$ cat config.mk
export PLATFORM = sky130hd
export DESIGN_NAME = aes_xts_block_sequencer
export DESIGN_NICKNAME = d
export VERILOG_FILES = /design/src/rtl/aes_xts_block_sequencer.sv
export SDC_FILE = /design/constraint.sdc
export NUM_CORES = 1
export LEC_CHECK = 0
export ABC_CLOCK_PERIOD_IN_PS = 2200
export BUFFER_PORTS_ARGS = -buffer_cell sky130_fd_sc_hd__buf_2
export CAP_MARGIN = 20
export CORE_UTILIZATION = 40
export DETAILED_ROUTE_END_ITERATION = 12
export PLACE_DENSITY = 0.69
export SLEW_MARGIN = 5
export SYNTH_ARGS = -nofsm -noshare
export SYNTH_HDL_FRONTEND = slang
export SYNTH_SLANG_ARGS = --single-unit
$ cat constraint.sdc
create_clock -name inClk -period 2.2 [get_ports inClk]
set_input_delay 0 -clock inClk [delete_from_list [all_inputs] [get_ports inClk]]
set_output_delay 0 -clock inClk [all_outputs]
set_load 0.05 [all_outputs]
$ cat src/rtl/aes_xts_block_sequencer.sv
// rtl/aes_xts_block_sequencer.sv - AES-XTS-256 key/tweak/data block control sequencer
// Optional key reuse across data units: define AES_XTS_KEY_CACHE_EN.
module aes_xts_block_sequencer #(
   parameter int NR = 14,
   parameter int AW = 4,
   parameter int CW = 8
) (
   input  logic          inClk,
   input  logic          inRst,
   input  logic          inStart,
   input  logic          inDecrypt,
   input  logic [CW-1:0] inBlockCount,
   input  logic          inKeyNew,
   input  logic          inKeySchBusy,
   input  logic          inAesEncBusy,
   input  logic          inAesEncDecBusy,
   input  logic          inDataValid,
   output logic          outBusy,
   output logic          outKeySchStart,
   output logic          outKeySel,
   output logic          outKeyMem1Wr,
   output logic          outKeyMem2Wr,
   output logic          outKeyMem1Rd,
   output logic          outKeyMem2Rd,
   output logic [AW-1:0] outKeyAddr,
   output logic          outTweakStart,
   output logic          outDataStart,
   output logic          outTweakMul,
   output logic          outBlockDone,
   output logic          outDone
);

   typedef enum logic [2:0] {IDLE, K1, K2, TWK, DWAIT, DRUN, FIN} stateT;

   stateT         state, stateNext;
   logic [AW-1:0] rc, rcNext, addrNext;
   logic          seenBusy;
   logic          entry;
   logic          decQ;
   logic [CW-1:0] totalQ;
   logic [CW-1:0] blkCnt;
   logic          phaseBusy;
   logic          phaseFall;
   logic          lastBlock;
   logic          skipKeys;

`ifdef AES_XTS_KEY_CACHE_EN
   logic keyValid;
   assign skipKeys = !inKeyNew && keyValid;
`else
   logic unusedKeyNew;
   assign unusedKeyNew = inKeyNew;
   assign skipKeys     = 1'b0;
`endif

   assign lastBlock = (blkCnt + CW'(1)) == totalQ;

   always_comb begin
      stateNext = state;
      phaseBusy = 1'b0;
      case (state)
         K1, K2:  phaseBusy = inKeySchBusy;
         TWK:     phaseBusy = inAesEncBusy;
         DRUN:    phaseBusy = inAesEncDecBusy;
         default: phaseBusy = 1'b0;
      endcase
      // A phase ends on the first idle cycle after its engine has been seen busy.
      phaseFall = seenBusy && !phaseBusy;

      case (state)
         IDLE:    if (inStart) stateNext = skipKeys ? TWK : K1;
         K1:      if (phaseFall) stateNext = K2;
         K2:      if (phaseFall) stateNext = TWK;
         TWK:     if (phaseFall) stateNext = (totalQ == '0) ? FIN : DWAIT;
         DWAIT:   if (inDataValid) stateNext = DRUN;
         DRUN:    if (phaseFall) stateNext = lastBlock ? FIN : DWAIT;
         FIN:     stateNext = IDLE;
         default: stateNext = IDLE;
      endcase

      if (stateNext != state) rcNext = '0;
      else if (phaseBusy && rc != AW'(NR)) rcNext = rc + AW'(1);
      else rcNext = rc;

      // Decrypt walks the schedule backwards so round NR is applied first.
      case (stateNext)
         K1, K2, TWK: addrNext = rcNext;
         DRUN:        addrNext = decQ ? AW'(NR) - rcNext : rcNext;
         default:     addrNext = '0;
      endcase
   end

   always_comb begin
      outBusy      = state != IDLE;
      outKeySel    = state == K2;
      outKeyMem1Wr = (state == K1) && inKeySchBusy;
      outKeyMem2Wr = (state == K2) && inKeySchBusy;
      outKeyMem2Rd = (state == TWK) && inAesEncBusy;
      outKeyMem1Rd = (state == DRUN) && inAesEncDecBusy;
      outBlockDone = (state == DRUN) && phaseFall;
      outTweakMul  = (state == DRUN) && phaseFall && !lastBlock;
      outDone      = state == FIN;
   end

   always_ff @(posedge inClk or posedge inRst) begin
      if (inRst) begin
         state          <= IDLE;
         rc             <= '0;
         seenBusy       <= 1'b0;
         entry          <= 1'b0;
         decQ           <= 1'b0;
         totalQ         <= '0;
         blkCnt         <= '0;
         outKeyAddr     <= '0;
         outKeySchStart <= 1'b0;
         outTweakStart  <= 1'b0;
         outDataStart   <= 1'b0;
      end else begin
         state          <= stateNext;
         rc             <= rcNext;
         entry          <= stateNext != state;
         seenBusy       <= (stateNext != state) ? 1'b0 : (seenBusy || phaseBusy);
         outKeyAddr     <= addrNext;
         outKeySchStart <= entry && (state == K1 || state == K2);
         outTweakStart  <= entry && (state == TWK);
         outDataStart   <= entry && (state == DRUN);
         if (state == IDLE && inStart) begin
            decQ   <= inDecrypt;
            totalQ <= inBlockCount;
            blkCnt <= '0;
         end else if (state == DRUN && phaseFall) begin
            blkCnt <= blkCnt + CW'(1);
         end
      end
   end

`ifdef AES_XTS_KEY_CACHE_EN
   always_ff @(posedge inClk or posedge inRst) begin
      if (inRst) keyValid <= 1'b0;
      else if (state == FIN) keyValid <= 1'b1;
      else if (state == IDLE && inStart && inKeyNew) keyValid <= 1'b0;
   end
`endif

endmodule

# ---- Word level (Yosys, flattened, before mapping)
# Index checks and enable logic that the tools add are counted.
dict set report word_totals {
  regBits 33
  in_bits 17
  out_inout_bits 16
  elab_cells 66
}
dict set report op_classes {
  n_addsub 3
  n_eq_ne 13
  muxes 17
  reduce_logical 22
}
# cell count
set ops {}
lappend ops {{$mux W3} 6}
lappend ops {{$pmux W3 S6} 1}
lappend ops {{$mux W8} 2}
lappend ops {{$eq A3 B2 Y1 const B} 4}
lappend ops {{$eq A3 B3 Y1 const B} 4}
lappend ops {{$logic_and A1 B1 Y1} 12}
lappend ops {{$mux W4} 3}
lappend ops {{$add A8 B1 Y8 const B} 1}
lappend ops {{$eq A8 B8 Y1} 1}
lappend ops {{$logic_not A8 Y1} 1}
lappend ops {{$pmux W4 S2} 1}
lappend ops {{$eq A3 B1 Y1 const B} 2}
lappend ops {{$add A4 B1 Y4 const B} 1}
lappend ops {{$mux W2} 2}
lappend ops {{$ne A4 B4 Y1 const B} 1}
lappend ops {{$sub A4 B4 Y4 const A} 1}
lappend ops {{$logic_not A3 Y1} 1}
lappend ops {{$ne A3 B3 Y1} 1}
lappend ops {{$pmux W1 S3} 1}
lappend ops {{$reduce_bool A3 Y1} 1}
lappend ops {{$reduce_or A3 Y1} 1}
lappend ops {{$logic_not A1 Y1} 2}
lappend ops {{$logic_or A1 B1 Y1} 2}
lappend ops {{$reduce_bool A2 Y1} 1}
lappend ops {{2 further kinds} 2}

# ---- Logic depth before layout (Yosys ltp)
# Gate-level depths: netlist of run 1.
dict set report depth {
  ltp_word 12
  ltp_mapped 12
  mapped_depth_nobuf 11
}

# ---- Least setup slack after synthesis of run 1
# No wires, ideal clock.
dict set report synth_path {
  kind {reg-to-reg}
  start {register state[1]}
  end {register outKeyAddr[1]}
  setup_time_ns 0.078
  arrival_ns 2.332
  required_time_ns 2.122
  slack_ns -0.210
  path_stages_with_launch 11
  n_path_buf 2
  period_less_slack_ns 2.410
  cell_sequence {dfrtp_1 -> buf_6 -> nand4b_1 -> o211ai_1 -> buf_4 -> a21oi_1 -> o21a_1 -> or2_2 -> ha_1 -> or3_1 -> a21oi_1}
}
dict set report synth_via {
  elab_chain_len 12
  word_cells_on_any_way 29
  cone_classes {add/sub (1); eq/ne (10); mux (12); reduce/logical (6)}
}
# item line_no
set synth_lines {}
lappend synth_lines {{start, declared} 35} ;# stateT state, stateNext;
lappend synth_lines {{start signal, assigned} 119} ;# state <= stateNext;
lappend synth_lines {{$eq A3 B2 Y1 or $eq A3 B1 Y1 (tied branches)} {61, 70}}
lappend synth_lines {{$reduce_or A2 Y1} 61} ;# case (state)
lappend synth_lines {{$pmux W1 S3} 61}
lappend synth_lines {{$logic_not A1 Y1} 68} ;# phaseFall = seenBusy && !phaseBusy;
lappend synth_lines {{$logic_and A1 B1 Y1} 68}
lappend synth_lines {{$mux W3, on equally long branches} -}
lappend synth_lines {{$pmux W3 S6} 70} ;# case (state)
lappend synth_lines {{$ne A3 B3 Y1} 81} ;# if (stateNext != state) rcNext = '0;
lappend synth_lines {{$mux W4 *} 81}
lappend synth_lines {{net rcNext[1]} 36} ;# logic [AW-1:0] rc, rcNext, addrNext;
lappend synth_lines {{$sub A4 B4 Y4} 88} ;# DRUN: addrNext = decQ ? AW'(NR) - rcNext : rcNext;
lappend synth_lines {{$mux W4} 88}
lappend synth_lines {{$pmux W4 S2 *} 86} ;# case (stateNext)
lappend synth_lines {{net addrNext[1]} 36}
lappend synth_lines {{end signal, assigned} 123} ;# outKeyAddr <= addrNext;
lappend synth_lines {{end, declared} 25} ;# output logic [AW-1:0] outKeyAddr,
# The timed path passes the listed nets; every way through them passes the cells marked *.
# A chain may end at the register's enable or synchronous reset.

# ---- Worst setup path after layout of run 1
# Ends and elaborated chain as after synthesis.

==> flow_summary_export.csv, run 1 <==
group,metric,value,unit
status,outcome,"finished with violations",
status,violations,"negative setup slack",
placed_design,post-dp-hpwl,3.91,mm
cells_and_area,multi_input_area,1210,sq um
worst_setup_path,crit_fanout,5,
floorplan,rows,25,
yosys,netlist_instances,240,
yosys,synth-xor-area-share,0.0556,
yosys,synth_fa_ha_area_frac,0.0244,
yosys,yosysWarnings,0,
placed_design,io_buffers,31,
placed_design,post-place-ws,-73.1,ps
cells_and_area,final_cells,393,
cells_and_area,nets,346,
grt,grt.overflow.total,0,
worst_setup_path,cp.required,2420,ps
power_and_ir_drop,internal_power,2.15,mW
worst_setup_path,cp.arrival,2450,ps
sta,holdWs,249,ps
sta,finalMaxSlewViolations,0,
sta,setup_tns,-31.4,ps
floorplan,start_util,0.425,
yosys,synth_area_leaders,"dfrtp_1, nand2_1, o21ai_0",
detailed_routing,viasPerCell,5.25,
clock_tree,tritoncts,"built",
clock_tree,cts_buffers,5,
sta,relSlewSlack,0.452,
worst_setup_path,cp-end-kind,"flop",
grt,grt_start_max_net_pins,22,
detailed_routing,drtIter0Drc,147,
power_and_ir_drop,pwr-share-comb,0.577,
power_and_ir_drop,power.density,1310,nW/um^2
cells_and_area,fin_util,0.604,
power_and_ir_drop,swShare,0.435,
cells_and_area,antennaDiodeCount,0,
yosys,synth_top_family_by_area,"simple AND/OR/NAND/NOR gates",
yosys,syn-num-nets,261,
power_and_ir_drop,switching_power,1.66,mW
sta,min_period_over_period,1.01,
grt,grt_first_pass_wirelength,9.18,mm
sta,finClkSkew,5.43,ps
floorplan,die_h,73.5,um
worst_setup_path,slowest_stage,"dfrtp_2",
floorplan,die_x,73.5,um
cells_and_area,fillers,423,
yosys,synth_edf_count,0,
floorplan,die-area,5410,sq um
sta,finalWorstPathRequiredPeriod,2220,ps
clock_tree,clk_latency,290,ps
worst_setup_path,worst_path_largest_cell_delay,420,ps
grt,grt_pass1_vias,1966,
yosys,synth_commonest_cells,"nand2_1, dfrtp_1, o21ai_0",
yosys,synth-seq-area-share,0.403,
yosys,synth-simple-area-share,0.280,
clock_tree,root_buffer,"clkbuf_8",
yosys,synth_top_area_share,0.403,
sta,finalHoldViolCount,0,
yosys,ys_types,55,
yosys,syn_avg_cell_area,8.53,sq um
sta,layout_setup_ws,-24.6,ps
power_and_ir_drop,ir_drop,0.000697,V
sta,rsz0062_at_grt,"yes",
min_path,hold_path_class,"in2reg",
detailed_routing,dr.pass1.iters,5,
yosys,synth_ff_type,"dfrtp_1",
sta,setup_viol,2,
placed_design,gp_congestion,0.851,
worst_setup_path,worstPathCellList,"mux2i_2 -> o211a_4 -> nor2_2 -> o21a_1 -> or2_4 -> ha_4 -> or3_1 -> a21oi_2",
detailed_routing,num_vias,2063,
power_and_ir_drop,power_frac_clock,0.161,
power_and_ir_drop,leakagePower,1.41,nW
cells_and_area,syn_to_final_growth,42.2,%
clock_tree,cts_sinks,33,
yosys,yosysTopAreaCell,"dfrtp_1",
clock_tree,clock_path_buffers,2,
grt,antenna_found_initial,0,
yosys,netlist_area,2050,sq um
yosys,synth_most_common_cell,"nand2_1",
yosys,synthArstFlopShare,1.00,
power_and_ir_drop,pwr-share-seq,0.262,
worst_setup_path,cp-start-kind,"flop",
floorplan,core_area,4820,sq um
clock_tree,htreeDepth,2,
placed_design,dp.cells,365,
sta,worstMarginPinSlew,821,ps
cells_and_area,final_layout_size_suffix_gt1_frac,0.340,
grt,grt_util_all_layers,0.224,
job,maxCapViolCount,0,
detailed_routing,ant_nets,0,
detailed_routing,wl_per_cell,14.1,um
clock_tree,path_clk_slew,70,ps
detailed_routing,drc,0,
detailed_routing,routed_wl,5.56,mm
floorplan,ioPinCount,33,
sta,max_freq,450,MHz
yosys,synth_seq_cells,33,
worst_setup_path,crit_type,"reg2reg",
yosys,synth_compound_area_frac,0.173,
yosys,muxShareOfSynthArea,0.0116,
cells_and_area,regArea,830,sq um
-- timing repair --
item | in CTS | in global routing
setup endpoints to repair | 6 | 6
hold buffers | 10 | 0
endpoints found under the hold margin | 28 | 0
setup buffers | 9 | 1
pin swaps | 3 | 5
gates resized for setup | 9 | 9
-- cells in the final DEF, fill, tap and decap left out, types with 3 or more instances in the layout --
cell / count
buf_4: 46
nand2_1: 41
dfrtp_1: 30
buf_2: 30
o21ai_0: 16
nor2_1: 14
inv_1: 12
dlygate4sd3_1: 10
a21oi_1: 9
nand3_1: 9
xor2_1: 7
nand4_1: 6
xnor2_1: 6
clkbuf_8: 6
nor3_1: 5
nor2b_1: 4
and3_1: 4
and2_1: 3
o211ai_1: 3
nor3b_1: 3
nor4_1: 3
o21a_1: 3
ha_1: 3
dfrtp_2: 3
-- state kept, by name, summed over array words and instances, names as in the netlist --
| name | count |
|---|---|
| outDataStart | 1 |
| seenBusy | 1 |
| state | 3 |
| rc | 4 |
| outTweakStart | 1 |
| outKeyAddr | 4 |
| entry | 1 |
| blkCnt | 8 |
| outKeySchStart | 1 |
| decQ | 1 |
| totalQ | 8 |
-- metal layers --
| layer | wire length [um] | global-route usage |
|---|---|---|
| met5 | 0 | 0 |
| met4 | 129 | 0.113 |
| met3 | 227 | 0.0439 |
| met2 | 2640 | 0.345 |
| met1 | 2560 | 0.300 |
-- stage by stage --
stage	area (sq um)	total power, mW
2_1_floorplan	2070	2.24
3_3_place_gp	2540	2.86
3_5_place_dp	2540	2.91
4_1_cts	2860	3.70
5_1_grt	2910	4.05
6_report	2910	3.81
-- power by group through the flow --
| stage | Combinational (mW) | Sequential (mW) | Clock, mW |
|---|---|---|---|
| floorplan | 1.18 | 1.06 | 0 |
| global placement | 1.88 | 0.988 | 0 |
| detailed placement | 1.92 | 0.991 | 0 |
| CTS | 2.09 | 0.986 | 0.620 |
| global route | 2.38 | 1.02 | 0.649 |
| finish | 2.20 | 0.998 | 0.614 |
-- worst max-delay path, delay by kind of cell, from the launching register on --
family,cells,cell delay (ps)
AO/OA/AOI/OAI,3,550
adder cells (fa/ha/maj),1,210
AND/OR/NAND/NOR,3,670
multiplexers,1,300
flip-flops,1,420
-- path summary, 6_finish.rpt --
check | start | endpoint | slack, ps | cells after the start
max in group asynchronous | inRst | blkCnt[4] | 1160 | 4
min in group asynchronous | inRst | decQ | 400 | 3
max reg2reg | state[1] | outKeyAddr[1] | -20 | 8
max | state[1] | outKeyAddr[1] | -20 | 8
min | inDataValid | seenBusy | 250 | 5
min reg2reg | totalQ[2] | totalQ[2] | 540 | 2
-- cells by family (layout without fill, tap and decap cells) --
group,after synthesis,in the layout
mux,2,2
buf+inv,24,110
xor+xnor,13,13
compound gates,54,54
flops,33,33
simple gates,110,110
fa+ha+maj,4,4
-- cell type report --
class / instances / area share
Timing Repair Buffer: 88 / 0.211
Multi-Input combinational cell: 183 / 0.416
Sequential cell: 33 / 0.285
Clock inverter: 2 / 0.0129
Inverter: 14 / 0.0181
Tap cell: 67 / 0.0288
Clock buffer: 6 / 0.0284
(Power assumes the default switching activity.)
==> run 2: changes to the inputs <==
--- a/config.mk
+++ b/config.mk
@@ -8,9 +8,9 @@
 export ABC_CLOCK_PERIOD_IN_PS = 2200
 export BUFFER_PORTS_ARGS = -buffer_cell sky130_fd_sc_hd__buf_2
 export CAP_MARGIN = 20
-export CORE_UTILIZATION = 40
+export CORE_UTILIZATION = 50
 export DETAILED_ROUTE_END_ITERATION = 12
-export PLACE_DENSITY = 0.69
+export PLACE_DENSITY = 0.82
 export SLEW_MARGIN = 5
 export SYNTH_ARGS = -nofsm -noshare
 export SYNTH_HDL_FRONTEND = slang
==> flow_summary_export.csv, run 2 (same netlist as run 1, synthesis figures left out) <==
group,metric,value,unit
cells_and_area,layout_common_cells,"nand2_1, buf_2, buf_4, dfrtp_1, o21ai_0",
detailed_routing,drc,0,
clock_tree,tritoncts,"built",
cells_and_area,antennaDiodeCount,0,
sta,layout_setup_ws,-56.2,ps
worst_setup_path,crit-reg2reg-launch,"state[1]",
floorplan,die_h,66.0,um
worst_setup_path,cp.depth,9,
worst_setup_path,cp.arrival,2460,ps
floorplan,die_x,66.0,um
detailed_routing,ant_nets,0,
placed_design,gp_congestion,0.895,
floorplan,ioPinCount,33,
status,violations,"negative setup slack",
clock_tree,cts_buffers,5,
placed_design,io_buffers,31,
cells_and_area,final_layout_size_suffix_gt1_frac,0.312,
worst_setup_path,crit_fanout,4,
detailed_routing,drtIter0Drc,233,
floorplan,die-area,4350,sq um
grt,grt_util_all_layers,0.273,
cells_and_area,nets,334,
grt,antenna_found_initial,0,
worst_setup_path,worst_path_largest_cell_delay,460,ps
status,outcome,"finished with violations",
cells_and_area,fin_util,0.733,
job,maxCapViolCount,0,
power_and_ir_drop,leakagePower,1.36,nW
placed_design,placed_area,2410,sq um
clock_tree,htreeDepth,2,
sta,finalMaxSlewViolations,0,
worst_setup_path,cp.required,2410,ps
cells_and_area,fillers,266,
worst_setup_path,startpoint,"state[1]",
sta,rsz0062_at_grt,"yes",
worst_setup_path,cp-start-kind,"flop",
cells_and_area,final_common_cell,"nand2_1",
sta,worstMarginPinSlew,425,ps
worst_setup_path,reg2reg_to,"outKeyAddr[1]",
sta,setup_viol,2,
placed_design,post-place-ws,-85.7,ps
detailed_routing,dr.pass1.iters,6,
sta,min_period_over_period,1.03,
grt,grt_start_max_net_pins,34,
clock_tree,cts_sinks,33,
detailed_routing,routed_wl,5.66,mm
power_and_ir_drop,ir_drop,0.000679,V
worst_setup_path,reg2reg_slack,-60,ps
floorplan,rows,22,
sta,holdWs,245,ps
worst_setup_path,crit_type,"reg2reg",
sta,finalWorstPathRequiredPeriod,2260,ps
grt,grt.overflow.total,0,
cells_and_area,syn_to_final_growth,36.1,%
power_and_ir_drop,power.density,1280,nW/um^2
detailed_routing,viasPerCell,5.83,
worst_setup_path,cp_top_family,"simple AND/OR/NAND/NOR gates",
clock_tree,path_clk_slew,70,ps
floorplan,core_area,3800,sq um
cells_and_area,top_regs,"blkCnt x8, totalQ x8",
sta,max_freq,443,MHz
clock_tree,clock_path_buffers,2,
worst_setup_path,cp-end-kind,"flop",
worst_setup_path,slowest_stage,"dfrtp_2",
worst_setup_path,worstPathCellList,"mux2i_4 -> o211ai_1 -> buf_4 -> a21oi_2 -> o21a_1 -> or2_4 -> ha_4 -> or3_1 -> a21oi_1",
sta,finClkSkew,5.42,ps
placed_design,post-dp-hpwl,3.83,mm
floorplan,start_util,0.539,
detailed_routing,num_vias,2111,
clock_tree,clk_latency,280,ps
worst_setup_path,crit_buf_inv,1,
grt,grt_first_pass_wirelength,8.96,mm
sta,relSlewSlack,0.714,
detailed_routing,wl_per_cell,15.6,um
sta,finalHoldViolCount,0,
grt,grt_pass1_vias,1939,
min_path,hold_path_class,"in2reg",
clock_tree,root_buffer,"clkbuf_8",
cells_and_area,design_area,2790,sq um
worst_setup_path,crit_path_end,"outKeyAddr[1]",
worst_setup_path,worst-r2r-cell-count,9,
-- run 2: cell type report --
type	count	area, sq um	area share
Clock buffer	7	96.3	0.0346
Clock inverter	1	5.00	0.00180
Multi-Input combinational cell	183	1210	0.434
Inverter	14	52.6	0.0189
Timing Repair Buffer	76	533	0.191
Tap cell	48	60.1	0.0216
Sequential cell	33	831	0.298
-- run 2: what timing repair did --
| item | CTS | global route |
|---|---|---|
| hold endpoints to repair | 42 | 0 |
| gates cloned | 1 | 0 |
| resized for setup | 6 | 17 |
| hold buffers | 10 | 0 |
| pin swaps | 1 | 12 |
| endpoints found under the setup margin | 3 | 9 |
| setup buffers | 3 | 7 |
-- run 2: how the worst min path moves through the flow --
| stage | end | depth (start not counted) | slack [ps] | start |
|---|---|---|---|---|
| 3_3_place_gp | outKeyAddr[3] | 3 | 110 | inRst |
| 4_1_cts | seenBusy | 5 | 250 | inDataValid |
| 5_1_grt | seenBusy | 5 | 280 | inDataValid |
| 3_5_place_dp | decQ | 3 | 110 | inRst |
| 2_1_floorplan | totalQ[0] | 2 | 110 | inBlockCount[0] |
| 6_report | seenBusy | 5 | 250 | inDataValid |
-- run 2: worst reg2reg max path, cell delays in order, from the launching register on --
cell and delay, ps:
dfrtp_2 460, mux2i_4 220, o211ai_1 180, buf_4 170, a21oi_2 50, o21a_1 200
or2_4 240, ha_4 200, or3_1 340, a21oi_1 130
-- run 2: power by group --
part	switching, mW	internal (mW)	leakage, nW
Combinational	1.18	0.874	0.874
Clock	0.227	0.283	0.0542
Sequential	0.213	0.798	0.428
Total	1.62	1.96	1.36
-- run 2: per-layer routing --
layer  vias up  track usage  wire length [um]
met5         -            0                 0
met4         0       0.0798                79
met3         8       0.0466               343
met2        95        0.459              2840
met1      1013        0.358              2400
li1        995            -                 -
-- run 2: per-stage QoR --
step / cells / TNS (ps) / total power, mW
after floorplan: 240 / -104 / 2.24
after global placement: 333 / -13.9 / 2.73
after detailed placement: 333 / -170 / 2.79
after CTS: 355 / -106 / 3.39
after global routing: 362 / -373 / 3.82
final: 362 / -101 / 3.58
==> run 3: changes to the inputs <==
--- a/config.mk
+++ b/config.mk
@@ -9,6 +9,7 @@
 export BUFFER_PORTS_ARGS = -buffer_cell sky130_fd_sc_hd__buf_2
 export CAP_MARGIN = 20
 export CORE_UTILIZATION = 50
+export CTS_BUF_LIST = sky130_fd_sc_hd__clkbuf_16
 export DETAILED_ROUTE_END_ITERATION = 12
 export PLACE_DENSITY = 0.82
 export SLEW_MARGIN = 5
==> flow_summary_export.csv, run 3 (same netlist as run 1, synthesis figures left out) <==
group,metric,value,unit
clock_tree,cts_sinks,33,
detailed_routing,num_vias,2084,
cells_and_area,final_common_cell,"nand2_1",
grt,grt_util_all_layers,0.285,
cells_and_area,fin_util,0.741,
sta,setup_tns,-138,ps
sta,setup_viol,2,
floorplan,start_util,0.539,
worst_setup_path,cp-end-kind,"flop",
worst_setup_path,worst_path_largest_cell_delay,450,ps
power_and_ir_drop,leakagePower,1.37,nW
grt,top_usage_layer,"met2",
floorplan,rows,22,
sta,finalMaxSlewViolations,0,
sta,finalHoldViolCount,0,
cells_and_area,regArea,831,sq um
cells_and_area,nets,333,
power_and_ir_drop,power.density,1330,nW/um^2
placed_design,post-dp-hpwl,3.83,mm
cells_and_area,top_regs,"blkCnt x8, totalQ x8",
sta,relSlewSlack,0.723,
cells_and_area,fillers,262,
worst_setup_path,cp_top_family,"simple AND/OR/NAND/NOR gates",
placed_design,io_buffers,31,
sta,worstMarginPinSlew,406,ps
clock_tree,tritoncts,"built",
worst_setup_path,cp-start-kind,"flop",
sta,min_period_over_period,1.04,
worst_setup_path,worstPathCellList,"nor3b_1 -> o21ai_0 -> buf_4 -> a21oi_2 -> o21ai_1 -> nand2_1 -> ha_4 -> or3_1 -> a21oi_1",
sta,rsz0062_at_grt,"yes",
min_path,hold_path_class,"in2reg",
worst_setup_path,crit_buf_inv,1,
placed_design,placed_area,2410,sq um
power_and_ir_drop,p_total,3.75,mW
clock_tree,cts_buffers,5,
worst_setup_path,cp.arrival,2490,ps
cells_and_area,final_layout_size_suffix_gt1_frac,0.313,
cells_and_area,design_area,2820,sq um
placed_design,gp_congestion,0.895,
cells_and_area,antennaDiodeCount,0,
grt,grt.overflow.total,0,
cells_and_area,layout_common_cells,"nand2_1, buf_2, buf_4, dfrtp_1, o21ai_0",
detailed_routing,dr.pass1.iters,4,
cells_and_area,syn_to_final_growth,37.6,%
worst_setup_path,cp.required,2400,ps
floorplan,die_x,66.0,um
grt,antenna_found_initial,0,
status,outcome,"finished with violations",
detailed_routing,wl_per_cell,16.2,um
sta,holdWs,272,ps
grt,grt_first_pass_wirelength,9.18,mm
floorplan,core_area,3800,sq um
power_and_ir_drop,ir_drop,0.000764,V
floorplan,ioPinCount,33,
sta,finalWorstPathRequiredPeriod,2290,ps
clock_tree,htreeDepth,2,
clock_tree,root_buffer,"clkbuf_16",
sta,max_freq,438,MHz
floorplan,die_h,66.0,um
placed_design,post-place-ws,-85.7,ps
sta,layout_setup_ws,-85.0,ps
detailed_routing,viasPerCell,5.77,
sta,finClkSkew,6.64,ps
worst_setup_path,crit_fanout,7,
placed_design,dp.cells,333,
detailed_routing,ant_nets,0,
worst_setup_path,slowest_stage,"dfrtp_2",
clock_tree,clk_latency,280,ps
grt,grt_pass1_vias,1986,
detailed_routing,routed_wl,5.84,mm
grt,use_met1,0.359,
grt,use_met3,0.0569,
status,violations,"negative setup slack",
grt,use_met2,0.481,
grt,grt_start_max_net_pins,34,
detailed_routing,drc,0,
job,maxCapViolCount,0,
clock_tree,clock_path_buffers,2,
clock_tree,path_clk_slew,60,ps
cells_and_area,multi_input_area,1210,sq um
cells_and_area,final_cells,361,
detailed_routing,drtIter0Drc,196,
floorplan,die-area,4350,sq um
worst_setup_path,crit_type,"reg2reg",
-- run 3: area by class of cell --
type                       instances  area share
clock buffer                       5      0.0444
clock inverter                     3     0.00444
inverter                          14      0.0187
multi-input combinational        183       0.430
sequential                        33       0.295
tap                               48      0.0213
timing repair buffer              75       0.187
-- run 3: power by group --
part | total, mW | switching (mW) | internal (mW)
clock | 0.662 | 0.254 | 0.409
sequential | 1.02 | 0.216 | 0.800
combinational | 2.07 | 1.19 | 0.882
-- run 3: path summary, 6_finish.rpt --
kind	startpoint	endpoint	slack [ps]	cells past startpoint
setup / recovery	state[0]	outKeyAddr[1]	-90	9
hold / removal	inDataValid	seenBusy	270	5
setup reg to reg	state[0]	outKeyAddr[1]	-90	9
hold reg to reg	totalQ[6]	totalQ[6]	530	2
max in group asynchronous	inRst	blkCnt[4]	1520	4
min in group asynchronous	inRst	seenBusy	350	4
-- run 3: metal layers --
layer	share of wire	vias up
li1	-	1005
met1	0.43	986
met2	0.50	77
met3	0.045	16
met4	0.024	0
met5	0	-
-- run 3: timing repair --
action / in CTS / in global routing
setup endpoints to repair: 4 / 9
pin swaps: 1 / 10
hold endpoints to repair: 42 / 0
hold buffers: 10 / 0
gates cloned: 1 / 0
gates resized for setup: 7 / 19
setup buffers: 2 / 7
-- run 3: worst min-delay path, stage by stage --
cell	delay, ps
buf_2	100
nor3b_1	70
o21a_1	180
nor2_1	80
o21ai_0	80
